$ cat src/rtl/lock_pkg.sv
// Shared display definitions: digit record, segment constants and hex-to-segment table.
// Segment bit order is {g,f,e,d,c,b,a}, active-low.
package lock_pkg;

  typedef struct packed {
    logic       blank;
    logic [3:0] value;
  } digit_t;

  localparam logic [6:0] SEG_BLANK = 7'h7F;
  localparam logic [6:0] SEG_DASH  = 7'h3F;

  localparam logic [6:0] HEX_SEG [16] = '{
    7'h40, 7'h79, 7'h24, 7'h30, 7'h19, 7'h12, 7'h02, 7'h78,
    7'h00, 7'h10, 7'h08, 7'h03, 7'h46, 7'h21, 7'h06, 7'h0E
  };

  localparam digit_t DIGIT_RESET = '{blank: 1'b1, value: 4'h0};

endpackage

$ cat src/rtl/seg_scan_display_if.sv
// Command bus into the scanned display: digit writes, password shifts, clear and masking.
// Every strobe (clr, wr_en, shift_en) is a single-cycle command sampled on each rising clk
// edge; there is no ready, the display accepts one command per cycle unconditionally.
interface seg_scan_display_if;
  logic       clr;
  logic       wr_en;
  logic [2:0] wr_addr;
  logic [3:0] wr_data;
  logic       wr_blank;
  logic       shift_en;
  logic [3:0] shift_data;
  logic       mask_dot;

  modport master (
    output clr, wr_en, wr_addr, wr_data, wr_blank, shift_en, shift_data, mask_dot
  );

  modport slave (
    input clr, wr_en, wr_addr, wr_data, wr_blank, shift_en, shift_data, mask_dot
  );
endinterface

$ cat src/rtl/seg_scan_display_hex_decode.sv
// Combinational digit decoder: blank wins over masking, masking wins over the hex value.
module seg_hex_decode
  import lock_pkg::*;
(
  input  logic [3:0] value,
  input  logic       blank,
  input  logic       mask_dot,
  output logic [6:0] seg
);

  always_comb begin
    seg = HEX_SEG[value];
    if (blank) begin
      seg = SEG_BLANK;
    end else if (mask_dot) begin
      seg = SEG_DASH;
    end
  end

endmodule

$ cat src/rtl/seg_scan_display.sv
// Registered 8-digit hex buffer time-multiplexed onto a common 7-segment display.
// Optional SEG_SCAN_BLINK_EN adds blink_mask and a slow blink phase for flagged digits.
module seg_scan_display
  import lock_pkg::*;
#(
  parameter int CNT_THRESHOLD = 1000000 - 1,
  parameter int DIGITS        = 8
) (
  input  logic                clk,
  input  logic                rst,
  seg_scan_display_if.slave   bus,
`ifdef SEG_SCAN_BLINK_EN
  input  logic [7:0]          blink_mask,
`endif
  output logic [7:0]          led_en,
  output logic [6:0]          led
);

  localparam int DW = (CNT_THRESHOLD > 0) ? $clog2(CNT_THRESHOLD + 1) : 1;

  logic [DW-1:0] div_q;
  logic          wrap;
  logic [2:0]    idx_q;
  digit_t        buf_q [8];
  digit_t        cur;
  logic [6:0]    seg_raw;
  logic [6:0]    seg_next;

  assign wrap = (div_q == DW'(CNT_THRESHOLD));

  always_ff @(posedge clk or negedge rst) begin
    if (!rst) begin
      div_q <= '0;
      idx_q <= '0;
    end else if (wrap) begin
      div_q <= '0;
      idx_q <= (idx_q == 3'(DIGITS - 1)) ? 3'd0 : idx_q + 3'd1;
    end else begin
      div_q <= div_q + DW'(1);
    end
  end

  // Only lanes below DIGITS are ever updated; higher lanes stay at their reset value.
  always_ff @(posedge clk or negedge rst) begin
    if (!rst) begin
      for (int i = 0; i < 8; i++) buf_q[i] <= DIGIT_RESET;
    end else if (bus.clr) begin
      for (int i = 0; i < 8; i++) buf_q[i] <= DIGIT_RESET;
    end else if (bus.wr_en) begin
      if (int'(bus.wr_addr) < DIGITS) begin
        buf_q[bus.wr_addr] <= '{blank: bus.wr_blank, value: bus.wr_data};
      end
    end else if (bus.shift_en) begin
      for (int i = 1; i < DIGITS; i++) buf_q[i] <= buf_q[i-1];
      buf_q[0] <= '{blank: 1'b0, value: bus.shift_data};
    end
  end

  assign cur = buf_q[idx_q];

  seg_hex_decode u_decode (
    .value    (cur.value),
    .blank    (cur.blank),
    .mask_dot (bus.mask_dot),
    .seg      (seg_raw)
  );

`ifdef SEG_SCAN_BLINK_EN
  logic [7:0] blink_cnt_q;
  logic       blink_off_q;

  // Phase flips once per 256 divider wraps; starts in the visible phase.
  always_ff @(posedge clk or negedge rst) begin
    if (!rst) begin
      blink_cnt_q <= '0;
      blink_off_q <= 1'b0;
    end else if (wrap) begin
      blink_cnt_q <= blink_cnt_q + 8'd1;
      if (blink_cnt_q == 8'hFF) blink_off_q <= ~blink_off_q;
    end
  end

  assign seg_next = (blink_off_q && blink_mask[idx_q]) ? SEG_BLANK : seg_raw;
`else
  assign seg_next = seg_raw;
`endif

  always_ff @(posedge clk or negedge rst) begin
    if (!rst) begin
      led_en <= 8'hFF;
      led    <= SEG_BLANK;
    end else begin
      led_en <= ~(8'b1 << idx_q);
      led    <= seg_next;
    end
  end

endmodule

$ cat src/flat_wrapper.sv
// flat-port wrapper written by rule: the top's interface ports become plain ports
module seg_scan_display_flat import lock_pkg::*;
#(
  parameter int CNT_THRESHOLD = 1000000 - 1,
  parameter int DIGITS        = 8
)
  (clk, rst, led_en, led, bus_clr, bus_wr_en, bus_wr_addr, bus_wr_data, bus_wr_blank, bus_shift_en, bus_shift_data, bus_mask_dot);
  seg_scan_display_if bus_i ();
  input  logic clk;
  input  logic rst;
  output logic [7:0] led_en;
  output logic [6:0] led;
  input wire logic [$bits(bus_i.clr)-1:0] bus_clr;
  input wire logic [$bits(bus_i.wr_en)-1:0] bus_wr_en;
  input wire logic [$bits(bus_i.wr_addr)-1:0] bus_wr_addr;
  input wire logic [$bits(bus_i.wr_data)-1:0] bus_wr_data;
  input wire logic [$bits(bus_i.wr_blank)-1:0] bus_wr_blank;
  input wire logic [$bits(bus_i.shift_en)-1:0] bus_shift_en;
  input wire logic [$bits(bus_i.shift_data)-1:0] bus_shift_data;
  input wire logic [$bits(bus_i.mask_dot)-1:0] bus_mask_dot;
  assign bus_i.clr = bus_clr;
  assign bus_i.wr_en = bus_wr_en;
  assign bus_i.wr_addr = bus_wr_addr;
  assign bus_i.wr_data = bus_wr_data;
  assign bus_i.wr_blank = bus_wr_blank;
  assign bus_i.shift_en = bus_shift_en;
  assign bus_i.shift_data = bus_shift_data;
  assign bus_i.mask_dot = bus_mask_dot;
  seg_scan_display #(.CNT_THRESHOLD(CNT_THRESHOLD), .DIGITS(DIGITS)) u_core (.clk(clk), .rst(rst), .bus(bus_i), .led_en(led_en), .led(led));
endmodule
$ cat config.mk
export PLATFORM = sky130hd
export DESIGN_NAME = seg_scan_display_flat
export DESIGN_NICKNAME = d
export VERILOG_FILES = /design/src/rtl/lock_pkg.sv /design/src/rtl/seg_scan_display_if.sv /design/src/rtl/seg_scan_display_hex_decode.sv /design/src/rtl/seg_scan_display.sv /design/src/flat_wrapper.sv
export SDC_FILE = /design/constraint.sdc
export NUM_CORES = 1
export LEC_CHECK = 0
export ABC_AREA = 1
export BUFFER_PORTS_ARGS = -buffer_cell sky130_fd_sc_hd__buf_2
export CORE_ASPECT_RATIO = 1.75
export CORE_MARGIN = 4
export CORE_UTILIZATION = 35
export CTS_BUF_LIST = sky130_fd_sc_hd__clkbuf_8
export DETAILED_ROUTE_END_ITERATION = 10
export GPL_ROUTABILITY_DRIVEN = 0
export PLACE_DENSITY = 0.52
export REMOVE_ABC_BUFFERS = 1
export SLEW_MARGIN = 20
export SYNTH_ARGS = -nofsm -noshare
export SYNTH_HDL_FRONTEND = slang
export SYNTH_SLANG_ARGS = --single-unit
export TNS_END_PERCENT = 100
$ cat constraint.sdc
create_clock -name clk -period 1.9 [get_ports clk]
set_input_delay 0.19 -clock clk [delete_from_list [all_inputs] [get_ports clk]]
set_output_delay 0.19 -clock clk [all_outputs]
set_load 0.02 [all_outputs]
### Yosys cells after proc, flatten, opt, wreduce, memory -nomap -nowiden

Memory sizes are Yosys's and may differ from the RTL's.
Cells that the tools add are included.

| word-level totals | value |
|---|---|
| register bits after elaboration | 78 |
| output and inout bits | 15 |
| input bits | 18 |
| ROM bits | 112 |
| logic and storage cells | 51 |
| memories kept | 1 |

Memories:

| name | depth | width | read ports | clocked after memory_dff | write ports | RTL line | text |
|---|---|---|---|---|---|---|---|
| (name not given) | 16 | 7 | 1 | 0 | 0 | seg_scan_display_hex_decode.sv:12 | `seg = HEX_SEG[value];` |

| cells by class | value |
|---|---|
| mux-type cells | 15 |
| equality and inequality tests | 2 |
| shift-type cells | 1 |
| bitwise gates (word level) | 4 |
| $lt $le $gt $ge | 4 |
| reductions and logical operators | 2 |
| add/subtract/negate cells | 2 |

Operators by type and width:

| kind | count |
|---|---|
| $mux W40 | 3 |
| $bwmux W40 | 1 |
| $mux W7 | 4 |
| $add A20 B1 Y20 const B | 1 |
| $eq A20 B20 Y1 const B | 1 |
| $mux W20 | 1 |
| $bmux W5 S3 | 1 |
| $demux W5 S3 | 1 |
| $mux W5 | 3 |
| $ge A4 B4 Y1 const B | 2 |
| $not A3 Y4 | 2 |
| $not A8 Y8 | 1 |
| $shl A1 B3 Y8 const A | 1 |
| $ge A5 B5 Y1 const B | 1 |
| $not A4 Y5 | 1 |
| $lt A4 B1 Y1 const B | 1 |
| $add A3 B1 Y3 const B | 1 |
| $eq A3 B3 Y1 const B | 1 |
| $mux W3 | 1 |
| $reduce_bool A3 Y1 | 1 |
| $logic_and A1 B1 Y1 | 1 |

### Depth between registers and ports, before layout

| logic depth | value |
|---|---|
| depth after elaboration | 10 |
| depth in mapped cells | 12 |
| depth with buffers taken out | 11 |

### Modules after synthesis

A second synthesis with hierarchy kept.

| unflattened totals | value |
|---|---|
| cell total of the unflattened synthesis | 563 |
| area, all modules | 4499.3 um^2 |

Modules (own cells, without submodules):

| module | cells an instance | times used | seq. area each (um^2) | area each (um^2) |
|---|---|---|---|---|
| seg_scan_display | 508 | 1 | 1980.6 | 4180.3 |
| seg_hex_decode | 55 | 1 | 0.0 | 319.1 |

### Worst setup path before layout

No wires, ideal clock.

| path | value |
|---|---|
| path kind | reg2reg |
| start | register u_core.idx_q[0] |
| end | register u_core.led[0] |
| data arrival time | 1603 ps |
| data required time | 1813 ps |
| period minus slack after synthesis | 1690 ps |
| stages on the path, launching flop included | 13 |
| library setup time | 87 ps |
| setup slack | 210 ps |
| path buffers | 1 |
| cells stage by stage | dfrtp_1 > inv_2 > buf_2 > nand2_1 > nand3_1 > nand3_1 > nand2_1 > inv_1 > ha_1 > inv_1 > nand3_1 > nand3_1 > nand3_1 |

| between the ends | value |
|---|---|
| longest elaborated chain between the ends | 10 |

RTL lines:

| element | RTL line | text |
|---|---|---|
| start: declaration | seg_scan_display.sv:23 | `logic [2:0] idx_q;` |
| start signal: assignment | seg_scan_display.sv:37 | `idx_q <= (idx_q == 3'(DIGITS - 1)) ? 3'd0 : idx_q + 3'd1;` |
| $not A3 Y4 (implied by the code) * | seg_scan_display.sv:59 | `assign cur = buf_q[idx_q];` |
| $bmux W5 S3 * | seg_scan_display.sv:59 |  |
| $mux W5 (implied by the code) * (2 in series) | seg_scan_display.sv:59 |  |
| $not A4 Y5 (implied by the code) | seg_scan_display_hex_decode.sv:12 |  |
| $mem_v2 Z16 W7 | - |  |
| $mux W7 (implied by the code) (2 in series) | seg_scan_display_hex_decode.sv:12 |  |
| $mux W7 | seg_scan_display_hex_decode.sv:15 | `end else if (mask_dot) begin` |
| $mux W7 * | seg_scan_display_hex_decode.sv:13 | `if (blank) begin` |
| net u_core.seg_next[0] | seg_scan_display.sv:27 | `logic [6:0] seg_next;` |
| end signal: assignment | seg_scan_display.sv:94 | `led <= seg_next;` |
| end: declaration | seg_scan_display.sv:16 | `output logic [6:0] led` |

Mark *: on every way through the listed nets, which the timed path passes. The rest lies on a longest branch. The select of a mux whose other input is x is not followed.
A chain may end at the register's enable or synchronous reset.

### Final worst setup path

| path | value |
|---|---|
| start | register u_core.idx_q[0] |
| end | register u_core.led[5] |

The elaborated chain is that of the path after synthesis.

==> flow_summary.yaml <==
outcome:
  status: "complete, no violations"
setup_path:
  cp-end-kind: "flip-flop"
  reg2reg_from: "u_core.idx_q[0]"
  arrival_ps: 2040
  r2r_cells: 10
  rrSetupSlack_ps: 140
  worstSetupPathType: "flip-flop to flip-flop"
  startpoint_type: "flip-flop"
  cp.required_ps: 2180
  r2r_end: "u_core.led[5]"
  cp_max_fo: 13
cts:
  htreeDepth: 3
  cts_tree: "done"
  clock_sinks: 78
  clkTransAtPathRegs_ps: 80
  numCtsBuffers: 9
  cts-root-buf: "clkbuf_8"
  clk_latency_ps: 370
  clockBufferDepth: 2
synthesis:
  syn_area_per_cell_um2: 8.108
  netlist_area_um2: 4427
  yosysWarnings: 0
  yosysSeqAreaShare: 0.4474
  synth_xor_area_frac: 0.01979
  ys_types: 35
  yosys.area_share.simple: 0.2436
  synth_flop_cell: "dfrtp_1"
  synth_top_family_by_area: "simple AND/OR/NAND/NOR gates"
  synth_cells: 546
  synth_adder_area_share: 0.03957
  synth_seq_cells: 78
  yosys-mux-area-fraction: 0
  synth-compound-area-share: 0.1577
  async_reset_ff_frac: 1.000
  synth_top_area_share: 0.3109
  synth_edf_count: 0
  synth_area_leaders: "dfrtp_1, dfstp_2, nand2_1"
  synth_top_area_cell: "dfrtp_1"
pwr:
  p_clk_frac: 0.386
  p_int_mw: 2.614
  power.density_nw_per_um2: 699.7
  ir_drop_uv: 391.4
  pwr-share-seq: 0.493
  switching_share: 0.2723
  p_switching_mw: 0.9785
  pwr-share-comb: 0.122
  power_leakage_nw: 2.392
timing:
  min_period_ps: 1758
  min_period_over_period: 0.9252
  clock.fmax_ghz: 0.5689
  finalWorstSetupSlack_ps: 142.2
  max-slew-margin-rel: 0.6907
  finalSetupViolations: 0
  worst_slew_pin_slew_ps: 463.9
  maxSlewViolCount: 0
  hold_viol: 0
  finalClockSkew_ps: 13.12
floorplan:
  initial_core_util: 0.3561
  num_io_pins: 33
  num_rows: 54
  core_area_um2: 12430
  die_h_um: 156.8
  die_w_um: 93.02
  die_area_um2: 14580
hold_path:
  min_from: "bus_mask_dot"
  hold_end: "u_core.led[6]"
  holdCritPathClass: "input pin to flip-flop"
  min_path_cells: 4
global_route:
  track_usage: 0.1811
  grt-ovfl-total: 0
  grt_pass1_vias: 4024
  antenna_found_initial: 0
  grt_pass1_wl_um: 20380
  grt_max_degree: 35
layout:
  syn_to_final_growth_pct: 16.00
  nNetsFinal: 628
  instances_no_fill: 769
  final_common_cell: "nand2_1"
  layout_common_cells: "nand2_1, inv_1, nand3_1, dfrtp_1, nor2_1"
  drive_gt1_frac: 0.1997
  diodes: 0
routing:
  drt_pass1_iterations: 4
  antenna_left: 0
  wire_per_inst_um: 16.51
  vias_per_cell: 5.177
  routed_wl_um: 12700
  initialDrtViolationCount: 188
  drc: 0
  routed-via-count: 3981
place:
  dpl.hpwl_um: 9953
  pre_cts_slack_ps: 98.99
  dp_cells: 750
  portBuffers: 32
job:
  max_cap_violations: 0
-- power by group through the flow --
stage	registers (mW)	clock network, mW	logic [mW]
after floorplan	1.80	0	0.245
after global placement	1.80	0	0.433
after detailed placement	1.80	0	0.437
after CTS	1.77	1.43	0.440
after global routing	1.78	1.49	0.488
final	1.77	1.39	0.437
-- worst max-delay path, cell delays in order, from the launching register on --
cell and delay [ps]:
dfrtp_1 440, buf_6 180, o211ai_1 190, nand3_1 110, nand2_2 130, inv_1 110
ha_1 220, nand3_1 110, nand2_1 70, nand2_1 50, nand3_1 70
-- through the flow --
| stage | power (mW) | hold slack [ps] | util | setup TNS [ps] | instance area (um2) |
|---|---|---|---|---|---|
| floorplan | 2.048 | -105.6 | - | -144.1 | 4365 |
| global placement | 2.234 | 182.6 | 0.3918 | 0 | 4871 |
| detailed placement | 2.238 | 181.3 | 0.3918 | 0 | 4871 |
| CTS | 3.639 | 49.79 | 0.4105 | 0 | 5104 |
| global route | 3.753 | 101.0 | 0.4130 | -1.653 | 5135 |
| finish | 3.593 | 56.72 | 0.4130 | 0 | 5135 |
-- routing by layer --
layer | track usage | up-vias | routed length, um
li1 | - | 1932 | -
met4 | 0.08456 | 0 | 451
met2 | 0.3537 | 91 | 7294
met3 | 0.02982 | 36 | 380
met5 | 0 | - | 0
met1 | 0.1818 | 1922 | 4575
-- sequential cells by signal, indices dropped and copies added (netlist names) --
| signal | count |
|---|---|
| u_core.buf_q | 40 |
| u_core.div_q | 20 |
| u_core.led_en | 8 |
| u_core.led | 7 |
| u_core.idx_q | 3 |
-- cell usage after synthesis, types with 8 or more instances --
| cell | instances |
|---|---|
| o22ai_1 | 29 |
| nand2_1 | 110 |
| inv_1 | 79 |
| a31oi_1 | 8 |
| o21ai_0 | 20 |
| ha_1 | 14 |
| a22oi_1 | 30 |
| dfrtp_1 | 55 |
| nor2_1 | 39 |
| dfstp_2 | 23 |
| nand3_1 | 57 |
| nor3_1 | 8 |
-- worst max path at each step --
stage	start	endpoint	slack, ps	cells past startpoint
floorplan	u_core.idx_q[0]	u_core.led[0]	-70	11
global placement	u_core.div_q[0]	u_core.div_q[9]	180	6
detailed placement	u_core.idx_q[0]	u_core.led[5]	100	11
CTS	u_core.idx_q[0]	u_core.led[5]	70	11
global route	u_core.idx_q[0]	u_core.led[0]	-2	11
finish	u_core.idx_q[0]	u_core.led[5]	140	10
-- layout make-up --
type / instances / area, um2
fillers: 1325 / 7297
clock buffers: 9 / 123.9
flip-flops and latches: 78 / 1981
clock inverters: 7 / 98.84
well taps: 168 / 210.2
inverters: 91 / 351.6
repair buffers: 51 / 327.8
multi-input cells: 365 / 2042
-- cells by family after synthesis --
family | after synthesis
fa+ha+maj | 14
flops | 78
buf+inv | 103
xor+xnor | 10
compound gates | 106
simple gates | 235
-- repair_timing --
action	CTS	global route
setup endpoints to repair	0	5
setup buffers	0	2
resized for setup	0	5
hold buffers	1	0
endpoints found under the hold margin	17	0
Note: power is estimated with default switching activity, not from simulation.
